[src/rtl/uart_pkg.sv]
// Shared types and constants for the UART core: FSM state encodings,
// parity modes and the oversampling ratio.
package uart_pkg;

  localparam int unsigned OVERSAMPLE = 16;

  localparam int unsigned PAR_NONE = 0;
  localparam int unsigned PAR_EVEN = 1;
  localparam int unsigned PAR_ODD  = 2;

  typedef enum logic [2:0] {
    TX_IDLE,
    TX_START,
    TX_DATA,
    TX_PARITY,
    TX_STOP
  } tx_state_t;

  typedef enum logic [2:0] {
    RX_IDLE,
    RX_START,
    RX_DATA,
    RX_PARITY,
    RX_STOP
  } rx_state_t;

endpackage

[src/rtl/uart_baud_gen.sv]
// Free-running oversampling tick: one-clk pulse every CLK_FREQ/(BAUD*16) clocks.
module uart_baud_gen
  import uart_pkg::*;
#(
  parameter int unsigned CLK_FREQ = 100_000_000,
  parameter int unsigned BAUD     = 9600
) (
  input  logic clk,
  input  logic rst_n,
  output logic tick
);

  localparam int unsigned DIV = CLK_FREQ / (BAUD * OVERSAMPLE);
  localparam int unsigned CW  = (DIV > 1) ? $clog2(DIV) : 1;

  logic [CW-1:0] cnt;

  assign tick = (cnt == CW'(DIV - 1));

  always_ff @(posedge clk or negedge rst_n) begin
    if (!rst_n)    cnt <= '0;
    else if (tick) cnt <= '0;
    else           cnt <= cnt + CW'(1);
  end

endmodule

[src/rtl/uart_core.sv]
// UART transmitter and receiver sharing one 16x baud tick; configurable
// payload width, parity mode and stop-bit count.
module uart_core
  import uart_pkg::*;
#(
  parameter int unsigned CLK_FREQ  = 100_000_000,
  parameter int unsigned BAUD      = 9600,
  parameter int unsigned DATA_BITS = 8,
  parameter int unsigned PARITY    = 0,
  parameter int unsigned STOP_BITS = 1
) (
  input  logic                 clk,
  input  logic                 rst,
  input  logic                 tx_start,
  input  logic [DATA_BITS-1:0] tx_data,
  output logic                 tx_busy,
  output logic                 tx,
  input  logic                 rx,
  output logic [DATA_BITS-1:0] rx_data,
  output logic                 rx_busy,
  output logic                 rx_done,
  output logic                 rx_parity_err,
  output logic                 rx_frame_err
);

  localparam logic [3:0] LAST_TICK    = 4'(OVERSAMPLE - 1);
  localparam logic [3:0] START_SAMPLE = 4'(OVERSAMPLE / 2 - 1);
  localparam logic       ODD          = (PARITY == PAR_ODD);

  logic tick;

  uart_baud_gen #(
    .CLK_FREQ (CLK_FREQ),
    .BAUD     (BAUD)
  ) u_baud (
    .clk   (clk),
    .rst_n (rst),
    .tick  (tick)
  );

  // ---------------- transmitter ----------------
  tx_state_t            tx_state, tx_next;
  logic [3:0]           tx_tick_cnt;
  logic [2:0]           tx_bit_cnt;
  logic [DATA_BITS-1:0] tx_shreg;
  logic                 tx_par;
  logic                 tx_bit_end;

  always_comb begin
    tx_bit_end = tick && (tx_tick_cnt == LAST_TICK);
    tx_next    = tx_state;
    unique case (tx_state)
      TX_IDLE:   if (tx_start) tx_next = TX_START;
      TX_START:  if (tx_bit_end) tx_next = TX_DATA;
      TX_DATA:
        if (tx_bit_end && tx_bit_cnt == 3'(DATA_BITS - 1))
          tx_next = (PARITY == PAR_NONE) ? TX_STOP : TX_PARITY;
      TX_PARITY: if (tx_bit_end) tx_next = TX_STOP;
      TX_STOP:
        if (tx_bit_end && tx_bit_cnt == 3'(STOP_BITS - 1)) tx_next = TX_IDLE;
      default:   tx_next = TX_IDLE;
    endcase
  end

  always_ff @(posedge clk or negedge rst) begin
    if (!rst) begin
      tx_state    <= TX_IDLE;
      tx_tick_cnt <= '0;
      tx_bit_cnt  <= '0;
      tx_shreg    <= '0;
      tx_par      <= 1'b0;
    end else begin
      tx_state <= tx_next;
      if (tx_state == TX_IDLE) begin
        tx_tick_cnt <= '0;
        tx_bit_cnt  <= '0;
        if (tx_start) begin
          tx_shreg <= tx_data;
          tx_par   <= (^tx_data) ^ ODD;
        end
      end else begin
        if (tick) tx_tick_cnt <= tx_tick_cnt + 4'd1;
        if (tx_bit_end) begin
          // bit counter restarts whenever the FSM changes phase
          tx_bit_cnt <= (tx_next != tx_state) ? 3'd0 : tx_bit_cnt + 3'd1;
          if (tx_state == TX_DATA) tx_shreg <= tx_shreg >> 1;
        end
      end
    end
  end

  always_comb begin
    tx = 1'b1;
    unique case (tx_state)
      TX_START:  tx = 1'b0;
      TX_DATA:   tx = tx_shreg[0];
      TX_PARITY: tx = tx_par;
      default:   tx = 1'b1;
    endcase
  end

  assign tx_busy = (tx_state != TX_IDLE);

  // ---------------- receiver ----------------
  rx_state_t            rx_state, rx_next;
  logic                 rx_meta, rx_sync;
  logic [3:0]           rx_tick_cnt;
  logic [2:0]           rx_bit_cnt;
  logic [DATA_BITS-1:0] rx_shreg;
  logic                 rx_par;
  logic                 rx_sample;

  always_ff @(posedge clk or negedge rst) begin
    if (!rst) begin
      rx_meta <= 1'b1;
      rx_sync <= 1'b1;
    end else begin
      rx_meta <= rx;
      rx_sync <= rx_meta;
    end
  end

  always_comb begin
    rx_sample = 1'b0;
    if (tick)
      rx_sample = (rx_state == RX_START) ? (rx_tick_cnt == START_SAMPLE)
                                         : (rx_tick_cnt == LAST_TICK);
    rx_next = rx_state;
    unique case (rx_state)
      RX_IDLE:   if (tick && !rx_sync) rx_next = RX_START;
      RX_START:  if (rx_sample) rx_next = rx_sync ? RX_IDLE : RX_DATA;
      RX_DATA:
        if (rx_sample && rx_bit_cnt == 3'(DATA_BITS - 1))
          rx_next = (PARITY == PAR_NONE) ? RX_STOP : RX_PARITY;
      RX_PARITY: if (rx_sample) rx_next = RX_STOP;
      RX_STOP:   if (rx_sample) rx_next = RX_IDLE;
      default:   rx_next = RX_IDLE;
    endcase
  end

  always_ff @(posedge clk or negedge rst) begin
    if (!rst) begin
      rx_state      <= RX_IDLE;
      rx_tick_cnt   <= '0;
      rx_bit_cnt    <= '0;
      rx_shreg      <= '0;
      rx_par        <= 1'b0;
      rx_data       <= '0;
      rx_done       <= 1'b0;
      rx_parity_err <= 1'b0;
      rx_frame_err  <= 1'b0;
    end else begin
      rx_state      <= rx_next;
      rx_done       <= 1'b0;
      rx_parity_err <= 1'b0;
      rx_frame_err  <= 1'b0;
      // the start-bit half-period realigns subsequent samples to bit centres
      if (rx_state == RX_IDLE || (rx_state == RX_START && rx_sample))
        rx_tick_cnt <= '0;
      else if (tick)
        rx_tick_cnt <= rx_tick_cnt + 4'd1;
      if (rx_state == RX_IDLE) rx_bit_cnt <= '0;
      if (rx_sample) begin
        unique case (rx_state)
          RX_DATA: begin
            rx_shreg   <= {rx_sync, rx_shreg[DATA_BITS-1:1]};
            rx_bit_cnt <= rx_bit_cnt + 3'd1;
          end
          RX_PARITY: rx_par <= rx_sync;
          RX_STOP: begin
            rx_data       <= rx_shreg;
            rx_done       <= 1'b1;
            rx_frame_err  <= !rx_sync;
            rx_parity_err <= (PARITY != PAR_NONE) && ((^rx_shreg) ^ rx_par ^ ODD);
          end
          default: ;
        endcase
      end
    end
  end

  assign rx_busy = (rx_state != RX_IDLE);

endmodule

[config.mk]
export PLATFORM = sky130hd
export DESIGN_NAME = uart_core
export DESIGN_NICKNAME = d
export VERILOG_FILES = /design/src/rtl/uart_pkg.sv /design/src/rtl/uart_baud_gen.sv /design/src/rtl/uart_core.sv
export SDC_FILE = /design/constraint.sdc
export NUM_CORES = 1
export LEC_CHECK = 0
export ABC_CLOCK_PERIOD_IN_PS = 3020
export CAP_MARGIN = 20
export CORE_UTILIZATION = 25
export CTS_BUF_LIST = sky130_fd_sc_hd__clkbuf_8
export DETAILED_ROUTE_END_ITERATION = 8
export REMOVE_ABC_BUFFERS = 1
export SLEW_MARGIN = 10
export SYNTH_ARGS = -nofsm -noshare
export SYNTH_HDL_FRONTEND = slang
export SYNTH_SLANG_ARGS = --single-unit
[constraint.sdc]
create_clock -name clk -period 3.02 [get_ports clk]
set_clock_uncertainty 0.1 [all_clocks]
set_input_delay 0.906 -clock clk [delete_from_list [all_inputs] [get_ports clk]]
set_output_delay 0.906 -clock clk [all_outputs]
set_load 0.02 [all_outputs]
==> results.yml <==
critical_path:
  cpPeakStageDelay_ns: 0.58
  end_kind: "output pin"
  regToRegStartpoint: "u_baud.cnt[6]"
  critPathTopFamily: "buffers and inverters"
  crit_arrival_ns: 1.87
  crit_path_top_delay_cell: "clkdlybuf4s50_1"
  crit_type: "reg2out"
  cp_cell_sequence: "nor2_1 > nand2_1 > clkdlybuf4s50_1"
  worst-path-buf-inv: 1
  reg2reg_slack_ns: 0.76
  r2r_end: "rx_shreg[7]"
  cp_max_fo: 6
  rr_worst_depth: 4
  crit_path_start_kind: "flip-flop"
  critPathRequiredTime_ns: 2.01
timing:
  rsz0062_at_grt: "false"
  worst_slew_pin_slew_ns: 0.547
  hold_violations: 0
  fin_ws_ns: 0.145
  slew_headroom_pct: 63.6
  finalSetupTns_ns: 0
  slew_violations: 0
  timing.final.crit_share_pct: 95.2
  setup_violations: 0
  period_minus_slack_ns: 2.88
  max_freq_mhz: 348
power:
  totalPowerFinal_uw: 1690
  peakVddDrop_mv: 0.208
  power_density_nw_per_um2: 491
  p_leak_uw: 0.00156
logic_synthesis:
  ys_warn_count: 0
  synth.distinct_cells: 50
  async_flop_share_pct: 100
  synthTopCellsByCount: "57 x dfrtp_1, 20 x nor2_1, 16 x xnor2_1, 14 x nand2_1, 12 x nand2b_1"
  synth_xor_area_share_pct: 6.77
  yosysTopAreaCellShare_pct: 50.1
  synth_ff_type: "dfrtp_1"
  synth_compound_area_share_pct: 8.44
  muxShareOfSynthArea_pct: 8.09
  synth_edf_count: 0
  synthCells: 243
  synthSimpleGateAreaFrac_pct: 18.2
  ys_seq_elements: 59
  synth_top_family_by_area: "simple AND/OR/NAND/NOR gates"
  ys_seq_area_share_pct: 52.0
  yosysMostFrequentCell: "dfrtp_1"
  avgSynthCellArea_sq_um: 11.7
  synth_area_leaders: "dfrtp_1 50%, xnor2_1 4.9%, ha_1 4.0%"
  yosys.area_share.adder_pct: 3.96
  yosysTopAreaCell: "dfrtp_1"
  synth_area_sq_um: 2850
hold_path:
  min_to: "rx_sync"
  worstHoldStart: "rx_meta"
  hold_class: "reg2reg"
  hold_depth: 0
global_route:
  track_usage_pct: 9.73
  grt_pass1_vias: 1822
  grt_overflow: 0
  antenna_found_initial: 0
  grt_max_degree: 30
  grt_pass1_wl_um: 8740
clock_tree:
  cts.sink_count: 59
  cts_tree: "built"
  cts_resized: 0
  clockRootBuffer: "clkbuf_8"
  cts_buffers: 9
  clock_latency_ns: 0.34
  clk_pin_slew_ns: 0.07
  cts_buffer_depth: 2
  postCtsHoldBufs: 0
  cts_setup_buffers: 0
  htree_levels: 3
cells_and_area:
  design_area_sq_um: 3440
  n_antenna_cell: 0
  final_cells: 421
  drive_above_1_share_pct: 16.4
  syn2layout_area_growth_pct: 21.0
  fin_nets: 297
drt:
  ant_nets: 0
  drt_iter0_markers: 114
  drc: 0
  drt_pass1_iterations: 4
  drt_wl_total_um: 5130
  vias_per_cell: 4.46
  via_count: 1878
  wire_per_inst_um: 12.2
die:
  die_y_um: 109
  num_rows: 38
  core_area_sq_um: 11000
  die-area_sq_um: 11800
  die_x_um: 109
  top_level_ports: 26
  start_util_pct: 25.9
placement:
  placed_area_sq_um: 3250
  hpwl_um: 3770
  placedCellCount: 405
  place_ws_ns: 0.526
  io_buffer_count: 24
  place_congestion: 0.818
run:
  drv_cap: 0
run_status:
  outcome: "completed"
[through the flow]
stage	hold WS [ns]	utilization, %
floorplan	0.245	-
global placement	0.248	29.6
detailed placement	0.247	29.6
CTS	0.257	31.4
global route	0.264	31.4
finish	0.255	31.4
[sequential cells by signal (all words and copies together), names as in the netlist]
name and cells:
rx_meta 1, rx_data 8, tx_shreg 8, tx_bit_cnt 3
rx_tick_cnt 4, u_baud.cnt 10, rx_shreg 8, rx_bit_cnt 3
rx_sync 1, rx_state 3, rx_done 1, rx_frame_err 1
tx_state 3, tx_tick_cnt 4, tx_par 1
[layout make-up]
type / instances / area [sq um]
fill: 1106 / 7540
sequential: 59 / 1480
multi-input combinational: 170 / 1300
timing repair buffer: 29 / 273
tap: 140 / 175
clock buffer: 10 / 138
clock inverter: 6 / 56.3
inverter: 7 / 26.3
[logic make-up (layout without fill, tap and decap cells)]
kind of cell / Yosys count / count (layout)
xor gates and xnor gates: 22 / 22
and+or+nand+nor: 87 / 87
muxes: 21 / 21
other: 1 / 1
AOI/OAI and AO/OA: 30 / 30
adders and majority gates: 9 / 9
DFF: 59 / 59
buffers and inverters: 14 / 52
[worst max-delay path by stage]
stage,cells after the start,end,slack [ns],startpoint
after global placement,4,tx,0.59,tx_state[0]
after global routing,3,rx_busy,0.05,rx_state[2]
final,3,rx_busy,0.14,rx_state[2]
after CTS,3,rx_busy,0.15,rx_state[2]
after detailed placement,3,rx_busy,0.53,rx_state[2]
after floorplan,6,rx_shreg[7],0.67,u_baud.cnt[0]
[worst register-to-register path, delay by kind of cell (launching register included)]
family           cells  cell delay [ns]
muxes                1             0.40
and+or+nand+nor      3             1.23
DFF                  1             0.43
[power by group]
part           internal [uW]  switching (uW)
clock                    396             303
combinational           72.5            53.4
sequential               838            29.8
[layer usage]
metal	up-vias	track usage, %	routed length [um]
li1	925	-	-
met1	896	12.8	2460
met2	44	13.8	2260
met3	13	3.41	261
met4	0	5.41	147
met5	-	0	0
[cell usage in the layout, fill, tap and decap left out, types with 2 or more instances in the layout]
master | synthesis | routed
a21oi_1 | 6 | 6
a31o_1 | 2 | 2
a41o_1 | 2 | 2
and2_1 | 2 | 2
and3_1 | 3 | 3
and4_1 | 2 | 2
buf_4 | 2 | 5
clkbuf_8 | 0 | 10
clkdlybuf4s50_1 | 0 | 23
clkinv_2 | 0 | 3
dfrtp_1 | 57 | 57
dfstp_2 | 2 | 2
ha_1 | 9 | 9
inv_1 | 7 | 8
mux2_1 | 8 | 8
mux2_2 | 8 | 8
mux2i_1 | 5 | 5
nand2_1 | 14 | 14
nand2b_1 | 12 | 12
nand3_1 | 7 | 7
nand3b_1 | 3 | 3
nand4_1 | 3 | 3
nor2_1 | 20 | 20
nor2b_1 | 3 | 3
nor3_1 | 4 | 4
nor4_1 | 4 | 4
o21ai_0 | 4 | 4
o221a_2 | 7 | 7
xnor2_1 | 16 | 16
xor2_1 | 6 | 6
(Power assumes the default switching activity.)
